==> src/rtl/instr_packer.sv <==
`default_nettype none
// ============================================================================
// Module      : instr_packer
// Description : Two-stage valid/ready pipeline that packs a sign-extended
//               immediate and register fields into a 32-bit instruction word.
// Revision    : 1.0 - initial release
// ============================================================================
module instr_packer #(
  parameter int CNT_W = 16
) (
  input  logic             clk,
  input  logic             rst,
  input  logic             in_valid,
  output logic             in_ready,
  input  logic [2:0]       immsrc,
  input  logic [31:0]      immval,
  input  logic [6:0]       opcode,
  input  logic [4:0]       rd,
  input  logic [4:0]       rs1,
  input  logic [4:0]       rs2,
  input  logic [2:0]       funct3,
  output logic             out_valid,
  input  logic             out_ready,
  output logic [31:0]      instr,
  output logic             out_err,
  output logic [CNT_W-1:0] pkt_count,
  output logic [CNT_W-1:0] err_count
);

  localparam logic [2:0]       c_fmt_i   = 3'b000;
  localparam logic [2:0]       c_fmt_s   = 3'b001;
  localparam logic [2:0]       c_fmt_b   = 3'b010;
  localparam logic [2:0]       c_fmt_j   = 3'b011;
  localparam logic [2:0]       c_fmt_u   = 3'b100;
  localparam logic [31:0]      c_nop     = 32'h0000_0013;
  localparam logic [CNT_W-1:0] c_cnt_one = CNT_W'(1);

  logic             r_s1_valid;
  logic [2:0]       r_s1_immsrc;
  logic [31:0]      r_s1_imm;
  logic [6:0]       r_s1_opcode;
  logic [4:0]       r_s1_rd;
  logic [4:0]       r_s1_rs1;
  logic [4:0]       r_s1_rs2;
  logic [2:0]       r_s1_funct3;
  logic             r_s1_err;
  logic             r_s2_valid;
  logic [31:0]      r_instr;
  logic             r_err;
  logic [CNT_W-1:0] r_pkt_count;
  logic [CNT_W-1:0] r_err_count;

  logic             w_s1_adv;
  logic             w_accept;
  logic             w_deliver;
  logic             w_sext11;
  logic             w_sext12;
  logic             w_sext20;
  logic             w_in_err;
  logic [31:0]      w_asm;

  assign w_s1_adv  = !r_s2_valid || out_ready;
  // Gated by rst so the block advertises no space while held in reset.
  assign in_ready  = !rst && (!r_s1_valid || w_s1_adv);
  assign w_accept  = in_valid && in_ready;
  assign w_deliver = r_s2_valid && out_ready;

  assign out_valid = r_s2_valid;
  assign instr     = r_instr;
  assign out_err   = r_err;
  assign pkt_count = r_pkt_count;
  assign err_count = r_err_count;

  assign w_sext11 = (&immval[31:11]) || !(|immval[31:11]);
  assign w_sext12 = (&immval[31:12]) || !(|immval[31:12]);
  assign w_sext20 = (&immval[31:20]) || !(|immval[31:20]);

  always_comb begin
    w_in_err = 1'b1;
    case (immsrc)
      c_fmt_i: w_in_err = !w_sext11;
      c_fmt_s: w_in_err = !w_sext11;
      c_fmt_b: w_in_err = !w_sext12 || immval[0];
      c_fmt_j: w_in_err = !w_sext20 || immval[0];
      c_fmt_u: w_in_err = |immval[11:0];
      default: w_in_err = 1'b1;
    endcase
  end

  // Out-of-range immediates still produce the truncated encoding.
  always_comb begin
    w_asm = c_nop;
    case (r_s1_immsrc)
      c_fmt_i: w_asm = {r_s1_imm[11:0], r_s1_rs1, r_s1_funct3, r_s1_rd, r_s1_opcode};
      c_fmt_s: w_asm = {r_s1_imm[11:5], r_s1_rs2, r_s1_rs1, r_s1_funct3,
                        r_s1_imm[4:0], r_s1_opcode};
      c_fmt_b: w_asm = {r_s1_imm[12], r_s1_imm[10:5], r_s1_rs2, r_s1_rs1, r_s1_funct3,
                        r_s1_imm[4:1], r_s1_imm[11], r_s1_opcode};
      c_fmt_j: w_asm = {r_s1_imm[20], r_s1_imm[10:1], r_s1_imm[11], r_s1_imm[19:12],
                        r_s1_rd, r_s1_opcode};
      c_fmt_u: w_asm = {r_s1_imm[31:12], r_s1_rd, r_s1_opcode};
      default: w_asm = c_nop;
    endcase
  end

  always_ff @(posedge clk or posedge rst) begin
    if (rst) begin
      r_s1_valid  <= 1'b0;
      r_s1_immsrc <= 3'b000;
      r_s1_imm    <= 32'h0;
      r_s1_opcode <= 7'h0;
      r_s1_rd     <= 5'h0;
      r_s1_rs1    <= 5'h0;
      r_s1_rs2    <= 5'h0;
      r_s1_funct3 <= 3'h0;
      r_s1_err    <= 1'b0;
    end else if (in_ready) begin
      r_s1_valid <= in_valid;
      if (in_valid) begin
        r_s1_immsrc <= immsrc;
        r_s1_imm    <= immval;
        r_s1_opcode <= opcode;
        r_s1_rd     <= rd;
        r_s1_rs1    <= rs1;
        r_s1_rs2    <= rs2;
        r_s1_funct3 <= funct3;
        r_s1_err    <= w_in_err;
      end
    end
  end

  always_ff @(posedge clk or posedge rst) begin
    if (rst) begin
      r_s2_valid <= 1'b0;
      r_instr    <= 32'h0;
      r_err      <= 1'b0;
    end else if (w_s1_adv) begin
      r_s2_valid <= r_s1_valid;
      if (r_s1_valid) begin
        r_instr <= w_asm;
        r_err   <= r_s1_err;
      end
    end
  end

  always_ff @(posedge clk or posedge rst) begin
    if (rst) begin
      r_pkt_count <= '0;
      r_err_count <= '0;
    end else if (w_deliver) begin
      if (r_pkt_count != '1) begin
        r_pkt_count <= r_pkt_count + c_cnt_one;
      end
      if (r_err && (r_err_count != '1)) begin
        r_err_count <= r_err_count + c_cnt_one;
      end
    end
  end

  // Unused in the accept path but kept visible for debug probes.
  logic w_unused;
  assign w_unused = w_accept;

endmodule
`default_nettype wire

==> config.mk <==
export PLATFORM = sky130hd
export DESIGN_NAME = instr_packer
export DESIGN_NICKNAME = d
export VERILOG_FILES = /design/src/rtl/instr_packer.sv
export SDC_FILE = /design/constraint.sdc
export NUM_CORES = 1
export LEC_CHECK = 0
export BUFFER_PORTS_ARGS = -buffer_cell sky130_fd_sc_hd__buf_2
export CAP_MARGIN = 20
export CORE_MARGIN = 2
export CORE_UTILIZATION = 40
export CTS_BUF_LIST = sky130_fd_sc_hd__clkbuf_4
export DETAILED_ROUTE_END_ITERATION = 16
export GPL_TIMING_DRIVEN = 0
export HOLD_SLACK_MARGIN = 0.1
export PLACE_DENSITY_LB_ADDON = 0.3
export SLEW_MARGIN = 40
export SYNTH_ARGS = -nofsm -noshare
export SYNTH_HDL_FRONTEND = slang
export SYNTH_SLANG_ARGS = --single-unit
==> constraint.sdc <==
create_clock -name clk -period 4.91 [get_ports clk]
set_input_delay 0.491 -clock clk [delete_from_list [all_inputs] [get_ports clk]]
set_output_delay 0.491 -clock clk [all_outputs]
set_load 0.03 [all_outputs]
==> Word level (Yosys, flattened, before mapping) <==
Index checks and enable logic that the tools add are counted.
{ "word_totals": {"register_bits": 128, "latchBits": 0, "mem_bits_rw": 0, "mem_bits_ro": 0, "in_bits": 64, "out_inout_bits": 67, "elab_cells": 61, "mem_count": 0} }
{ "op_classes": {"n_addsub": 2, "n_mul": 0, "div_mod_pow": 0, "n_lt_le_gt_ge": 0, "eq_ne": 10, "n_shift": 0, "muxes": 2, "bitwise_logic": 0, "reduce_logical": 33} }
{ "ops": {"columns": ["cell", "n"], "rows": [
  ["32-bit case mux with 5 select lines", 1],
  ["16-bit by 1-bit adder with 16-bit output, second input constant", 2],
  ["16-bit != test, second input constant", 2],
  ["12-bit OR reduction", 2],
  ["21-bit AND reduction", 1],
  ["21-bit OR reduction", 1],
  ["20-bit AND reduction", 1],
  ["20-bit OR reduction", 1],
  ["3-bit by 2-bit == test with 1-bit output, second input constant", 4],
  ["12-bit AND reduction", 1],
  ["1-bit zero test", 9],
  ["2-bit AND reduction", 4],
  ["1-bit logical OR", 7],
  ["3-bit by 1-bit == test with 1-bit output, second input constant", 2],
  ["3-bit == test, second input constant", 2],
  ["3-bit zero test", 2],
  ["1-bit case mux with 4 select lines", 1],
  ["1-bit logical AND", 3],
  ["2-bit OR reduction", 1]
]} }

==> Depth between registers and ports, before layout <==
Gate-level depths: netlist (run 1).
{ "logic_depth": {"ltp_word": 6, "depth_mapped": 6, "mapped_depth_nobuf": 6} }

==> Worst setup path before layout (run 1) <==
OpenSTA, ideal clock, no wires.
{ "synth_timing": {"path_kind": "input port to flip-flop", "startpoint": "input port rst", "endpoint": "register r_s1_imm[22]", "setup_ns": 0.128, "arrival_ns": 4.569, "required_ns": 4.782, "slack_ns": 0.213, "cell_stages": 4, "path_buffers": 1, "cell_sequence": "inv_1 -> o211ai_2 -> buf_4 -> mux2_1"} }
{ "synth_via": {"elab_chain_len": 3} }
{ "synth_lines": {"columns": ["item", "line_no", "source"], "rows": [
  ["start: declaration", "12", "input logic rst,"],
  ["1-bit zero test (no source line)", null, null],
  ["1-bit logical AND", "64", "assign in_ready = !rst && (!r_s1_valid || w_s1_adv);"],
  ["2-bit AND reduction (no source line)", null, null],
  ["end signal: assignment", "121", "r_s1_imm <= immval;"],
  ["end: declaration", "40", "logic [31:0] r_s1_imm;"]
]} }
No other way between the ends.
A chain may end at the register's enable or synchronous reset.

==> Final worst setup path (run 1) <==
Ends and elaborated chain as after synthesis.

==> metrics.cfg, run 1 <==
[timing]
hold_viol = 0
setup_viol = 0
max-slew-margin-rel_pct = 51.9
clock-skew-final_ps = 15.2
finalWorstSetupSlack_ps = 2620
fin_crit_sh_pct = 46.7
fin_crit_ps = 2290
worstMarginPinSlew_ps = 719
fin_tns_setup_ps = 0
clock.fmax_mhz = 436
final-max-slew-violation-count = 0
holdWs_ps = 188
rsz0062_at_grt = no

[floorplan]
dieHeight_um = 126
start_util_pct = 40.9
fp-row-count = 44
core_um2 = 14500
num_io_pins = 131
die_area_um2 = 15900
die_width_um = 126

[global_route]
grt_pass1_vias = 4691
grt_max_degree = 80
antenna_found_initial = 0
grt_pass1_wl_um = 24100
grt_overflow = 0
grt_usage_pct = 19.2

[pwr]
power_leakage_nw = 3.31
power_density_nw_per_um2 = 477
finalPower_mw = 3.43
worst_ir_drop_vdd_mv = 0.177

[cells_and_area]
seq_area_um2 = 3200
final_nets = 730
nFillCells = 1358
utilization_pct = 49.4
final_area_um2 = 7180
drive_gt1_share_pct = 36.7
syn_to_final_growth_pct = 20.7
antenna_cells_inserted = 0
layout.cells.non_filler = 860
multi_input_area_um2 = 2590

[place]
io_buffers = 130
place.gp.congestion = 0.855
dp_hpwl_um = 11100
place_inst = 828
placed_cell_area_um2 = 6860
dp_slack_ps = 2590

[logic_synthesis]
syn_inst = 513
synthArstFlopShare_pct = 100
synth_edf_count = 0
ys_seq_area_share_pct = 53.8
syn_avg_cell_area_um2 = 11.6
yosysUniqueCellTypes = 55
synth-seq-cells = 128
yosysWarningCount = 0
synth_fp_nets = 579
netlist_area_um2 = 5950
yosys_most_used_dff = dfrtp_1

[min_path]
hp-class = in2reg

[critical_path]
worstReg2RegStart = out_valid
worstPathRequired_ps = 5310
cp-startpoint = rst
r2r_slack_ps = 2950
cp.arrival_ps = 2690
r2r_end = r_s1_opcode[3]
reg2regPathDepth = 4
worstSetupEndpoint = r_s1_imm[22]
cp-start-kind = primary input
crit_fanout = 79
cp-end-kind = flip-flop
path_class = in2reg

[detailed_routing]
first_iter_violations = 242
first_pass_iters = 5
postRouteAntennaNets = 0
routed_wl_um = 14600
dr_total_vias = 4579
wl_per_cell_um = 17.0
viasPerCell = 5.32
drc = 0

[clock_network]
clock_sinks = 128
cts_tree = yes
h-tree-depth = 4
cts-root-buf = clkbuf_4
worstSkewPairLatency_ps = 520
cts_buffer_depth = 2
clkTransAtPathRegs_ps = 110
cts_buffers = 17

[flow_run]
maxCapViolCount = 0

[outcome]
status = finished, final reports clean

cell families (layout without fill, tap and decap cells):
kind of cell / count (synthesis) / in the layout / share of synthesized area [%]
and+or+nand+nor: 144 / 144 / 14.1
DFF: 128 / 128 / 53.8
AOI/OAI and AO/OA: 107 / 107 / 11.4
muxes: 72 / 72 / 13.5
buffers and inverters: 31 / 194 / 2.57
xor gates and xnor gates: 29 / 29 / 4.27
adders and majority gates: 2 / 2 / 0.421
layout by cell type, fill, tap and decap left out, types with 10 or more instances in the layout:
master,count
a21oi_1,36
buf_2,135
clkbuf_4,18
dfrtp_1,128
mux2_2,56
mux2i_1,10
nand2_1,32
nand3_1,15
nor2_1,18
nor2b_1,28
o21ai_0,22
xnor2_1,12
xor2_1,17
how the worst min path moves through the flow:
stage,startpoint,end,slack (ps),depth (start not counted)
after floorplan,r_s1_opcode[0],instr[0],450,1
after global placement,r_s1_opcode[0],instr[0],460,1
after detailed placement,r_s1_opcode[1],instr[1],470,1
after CTS,rs2[1],r_s1_rs2[1],120,2
after global routing,rs2[1],r_s1_rs2[1],120,2
final,rs2[1],r_s1_rs2[1],190,2
flip-flops by register name, summed over array words and instances (netlist names):
signal and count:
r_s1_immsrc 3, r_s1_imm 32, pkt_count 16, instr 32
r_s1_rs2 5, out_err 1, r_s1_valid 1, r_s1_opcode 7
r_s1_funct3 3, err_count 16, r_s1_rd 5, out_valid 1
r_s1_err 1, r_s1_rs1 5
critical path, cell delays in order:
cell	delay (ps)
dlygate4sd3_1	530
buf_2	170
inv_8	410
o211ai_2	420
buf_4	330
mux2_1	320
cells in the mapped netlist, types with 6 or more instances:
| master | instances | share of area (%) |
|---|---|---|
| nand3_1 | 15 | 1.3 |
| nor2b_1 | 28 | 2.9 |
| a31oi_1 | 9 | 0.95 |
| clkbuf_1 | 8 | 0.50 |
| o21a_1 | 8 | 1.0 |
| nor2_1 | 18 | 1.1 |
| nand2_1 | 32 | 2.0 |
| a211oi_1 | 7 | 0.88 |
| dfrtp_1 | 128 | 54 |
| nor3_1 | 8 | 0.67 |
| inv_1 | 6 | 0.38 |
| xor2_1 | 17 | 2.5 |
| mux2i_1 | 10 | 1.7 |
| a21oi_1 | 36 | 3.0 |
| buf_4 | 8 | 1.0 |
| xnor2_1 | 12 | 1.8 |
| nand4_1 | 8 | 0.84 |
| o21ai_0 | 22 | 1.9 |
| mux2_2 | 56 | 11 |
| o221ai_1 | 8 | 1.2 |
routing by layer:
layer	share of wire [%]	track usage, %
met5	0	0
met4	1.6	7.11
met3	4.6	3.95
met2	50	32.0
met1	44	24.9
timing repair:
action,4_1_cts,5_1_grt
hold buffers,1,0
resized for setup,0,0
setup buffers,0,0
endpoints found under the hold margin,77,0
power breakdown:
part | switching (mW) | total (mW) | internal, mW
clock network | 0.379 | 0.779 | 0.400
logic | 0.717 | 1.14 | 0.422
registers | 0.204 | 1.51 | 1.31
layout make-up:
class	instances	share of cell area, %
Buffer	25	1.81
Clock buffer	18	1.88
Clock inverter	13	2.37
Inverter	6	0.418
Multi-Input combinational cell	354	36.1
Sequential cell	128	44.6
Tap cell	184	3.21
Timing Repair Buffer	132	9.59
(Power assumes the default switching activity.)
==> run 2, diff against run 1 <==
==> constraint.sdc (replaced) <==
create_clock -name clk -period 2.15 [get_ports clk]
set_input_delay 0.215 -clock clk [delete_from_list [all_inputs] [get_ports clk]]
set_output_delay 0.215 -clock clk [all_outputs]
set_load 0.03 [all_outputs]
==> metrics.cfg, run 2 (synthesis results as in run 1) <==
[outcome]
status = finished, final reports clean  ; unchanged

[timing]
clock-skew-final_ps = 21.7  ; was 15.2 ps
setup_viol = 0  ; unchanged
holdWs_ps = 175  ; was 188 ps
clock.fmax_mhz = 511
rsz0062_at_grt = no  ; unchanged
fin_crit_ps = 1960
max-slew-margin-rel_pct = 49.3  ; was 51.9%
final-max-slew-violation-count = 0  ; unchanged
worstMarginPinSlew_ps = 758  ; was 719 ps
fin_crit_sh_pct = 91.0
fin_tns_setup_ps = 0  ; unchanged
hold_viol = 0  ; unchanged

[cells_and_area]
antenna_cells_inserted = 0  ; unchanged
drive_gt1_share_pct = 34.2  ; was 36.7%
final_area_um2 = 7950  ; was 7180 um2
layout.cells.non_filler = 927  ; was 860
syn_to_final_growth_pct = 33.6  ; was 20.7%
layout_common_cells = buf_2 (135), dfrtp_1 (128), dlygate4sd3_1 (62)  ; was buf_2 (135), dfrtp_1 (128), mux2_2 (56)
final_common_cell = buf_2  ; unchanged
final_nets = 796  ; was 730
nFillCells = 1258  ; was 1358
utilization_pct = 54.7  ; was 49.4%

[floorplan]
start_util_pct = 40.9  ; unchanged
fp-row-count = 44  ; unchanged
num_io_pins = 131  ; unchanged
dieHeight_um = 126  ; unchanged
die_width_um = 126  ; unchanged
die_area_um2 = 15900  ; unchanged
core_um2 = 14500  ; unchanged

[critical_path]
r2r_slack_ps = 190  ; was 2950 ps
r2r_end = r_s1_opcode[0]  ; was r_s1_opcode[3]
worstReg2RegStart = out_valid  ; unchanged
crit_buf_inv = 1  ; was 4
path_class = reg2reg  ; was in2reg
cp_top_family = compound AO/OA/AOI/OAI gates  ; was buffers and inverters
reg2regPathDepth = 4  ; unchanged
cp-end-kind = flip-flop  ; unchanged
cp-start-kind = flip-flop  ; was primary input
max_stage_delay_ps = 510  ; was 530 ps
cp-startpoint = out_valid  ; was rst
worstPathRequired_ps = 2580  ; was 5310 ps
cp.arrival_ps = 2390  ; was 2690 ps
crit_fanout = 10  ; was 79
cp_cell_sequence = nand2b_1, o211ai_2, buf_4, mux2_2  ; was dlygate4sd3_1, buf_2, inv_8, o211ai_2, buf_4, mux2_1
slowest_stage = o211ai_2  ; was dlygate4sd3_1

[clock_network]
cts_tree = yes  ; unchanged
cts_resized = 0  ; unchanged
clock_sinks = 128  ; unchanged
h-tree-depth = 4  ; unchanged
cts-root-buf = clkbuf_4  ; unchanged
cts_buffer_depth = 2  ; unchanged
cts_buffers = 17  ; unchanged
clkTransAtPathRegs_ps = 120  ; was 110 ps
worstSkewPairLatency_ps = 560  ; was 520 ps

[global_route]
grt_max_degree = 26  ; was 80
antenna_found_initial = 0  ; unchanged
grt_pass1_wl_um = 25600  ; was 24100 um
grt_usage_pct = 20.4  ; was 19.2%
grt_overflow = 0  ; unchanged
grt_pass1_vias = 5029  ; was 4691

[pwr]
worst_ir_drop_vdd_mv = 0.466  ; was 0.177 mV
power_leakage_nw = 3.63  ; was 3.31 nW
seq_power_share_pct = 42.4  ; was 44.0%
p_int_mw = 5.07  ; was 2.13 mW
power_density_nw_per_um2 = 1020  ; was 477 nW/um2
switching_share_pct = 37.7  ; was 37.9%
clkPwrFrac_pct = 24.2  ; was 22.7%
netSwitchingPower_mw = 3.07  ; was 1.30 mW
pwr-share-comb_pct = 33.3  ; was 33.2%

[detailed_routing]
dr_total_vias = 4901  ; was 4579
drc = 0  ; unchanged
wl_per_cell_um = 16.8  ; was 17.0 um
viasPerCell = 5.29  ; was 5.32
first_pass_iters = 4  ; was 5
routed_wl_um = 15600  ; was 14600 um
first_iter_violations = 206  ; was 242
postRouteAntennaNets = 0  ; unchanged

[place]
place_inst = 833  ; was 828
io_buffers = 130  ; unchanged
dp_hpwl_um = 11500  ; was 11100 um
placed_cell_area_um2 = 6980  ; was 6860 um2
place.gp.congestion = 0.870  ; was 0.855

[flow_run]
maxCapViolCount = 0  ; unchanged

[min_path]
hp-class = in2async  ; was in2reg

-- run 2: how the worst max path moves through the flow --
| stage | to | cells past startpoint | slack (ps) |
|---|---|---|---|
| global placement | r_s1_opcode[2] | 5 | -2440 |
| finish | r_s1_opcode[0] | 4 | 190 |
| floorplan | r_s1_funct3[0] | 4 | -1150 |
| CTS | r_s1_opcode[0] | 4 | 180 |
| detailed placement | r_s1_opcode[0] | 4 | 220 |
| global route | pkt_count[1] | 5 | 90 |
-- run 2: per-layer routing --
metal / wire (um) / GRT usage [%] / up-vias / part of all wire, %
met5: 0 / 0 / - / 0
met1: 6590 / 25.0 / 2425 / 42
met3: 701 / 4.76 / 23 / 4.5
li1: - / - / 2302 / -
met4: 285 / 7.37 / 0 / 1.8
met2: 7990 / 35.2 / 151 / 51
-- run 2: what timing repair did --
action / in CTS / in global routing
setup buffers: 0 / 0
hold buffers: 62 / 0
setup endpoints to repair: 0 / 0
hold endpoints to repair: 191 / 0
-- run 2: layout make-up --
cell class / count / area [um2] / share of cell area (%)
Sequential cell: 128 / 3200 / 40.3
Multi-Input combinational cell: 354 / 2590 / 32.6
Timing Repair Buffer: 198 / 1420 / 17.9
Tap cell: 184 / 230 / 2.90
Clock inverter: 15 / 216 / 2.72
Buffer: 25 / 130 / 1.64
Clock buffer: 17 / 128 / 1.61
Inverter: 6 / 26.3 / 0.331
-- run 2: stage by stage --
| step | power [mW] | setup WS [ps] |
|---|---|---|
| finish | 8.14 | 193 |
| global route | 8.59 | 87.4 |
| CTS | 8.22 | 184 |
| detailed placement | 6.15 | 217 |
| global placement | 6.01 | -2440 |
| floorplan | 5.23 | -1150 |
-- run 2: power by group through the flow --
stage	registers, mW	clock network (mW)	logic [mW]
6_report	3.46	1.97	2.71
5_1_grt	3.54	2.12	2.94
4_1_cts	3.45	2.03	2.74
3_5_place_dp	3.50	0	2.65
3_3_place_gp	3.46	0	2.54
2_1_floorplan	4.08	0	1.15
-- run 2: tightest hold or removal path, cell delays in order --
cell	delay, ps
dlygate4sd3_1	530
buf_2	150
clkinvlp_4	220
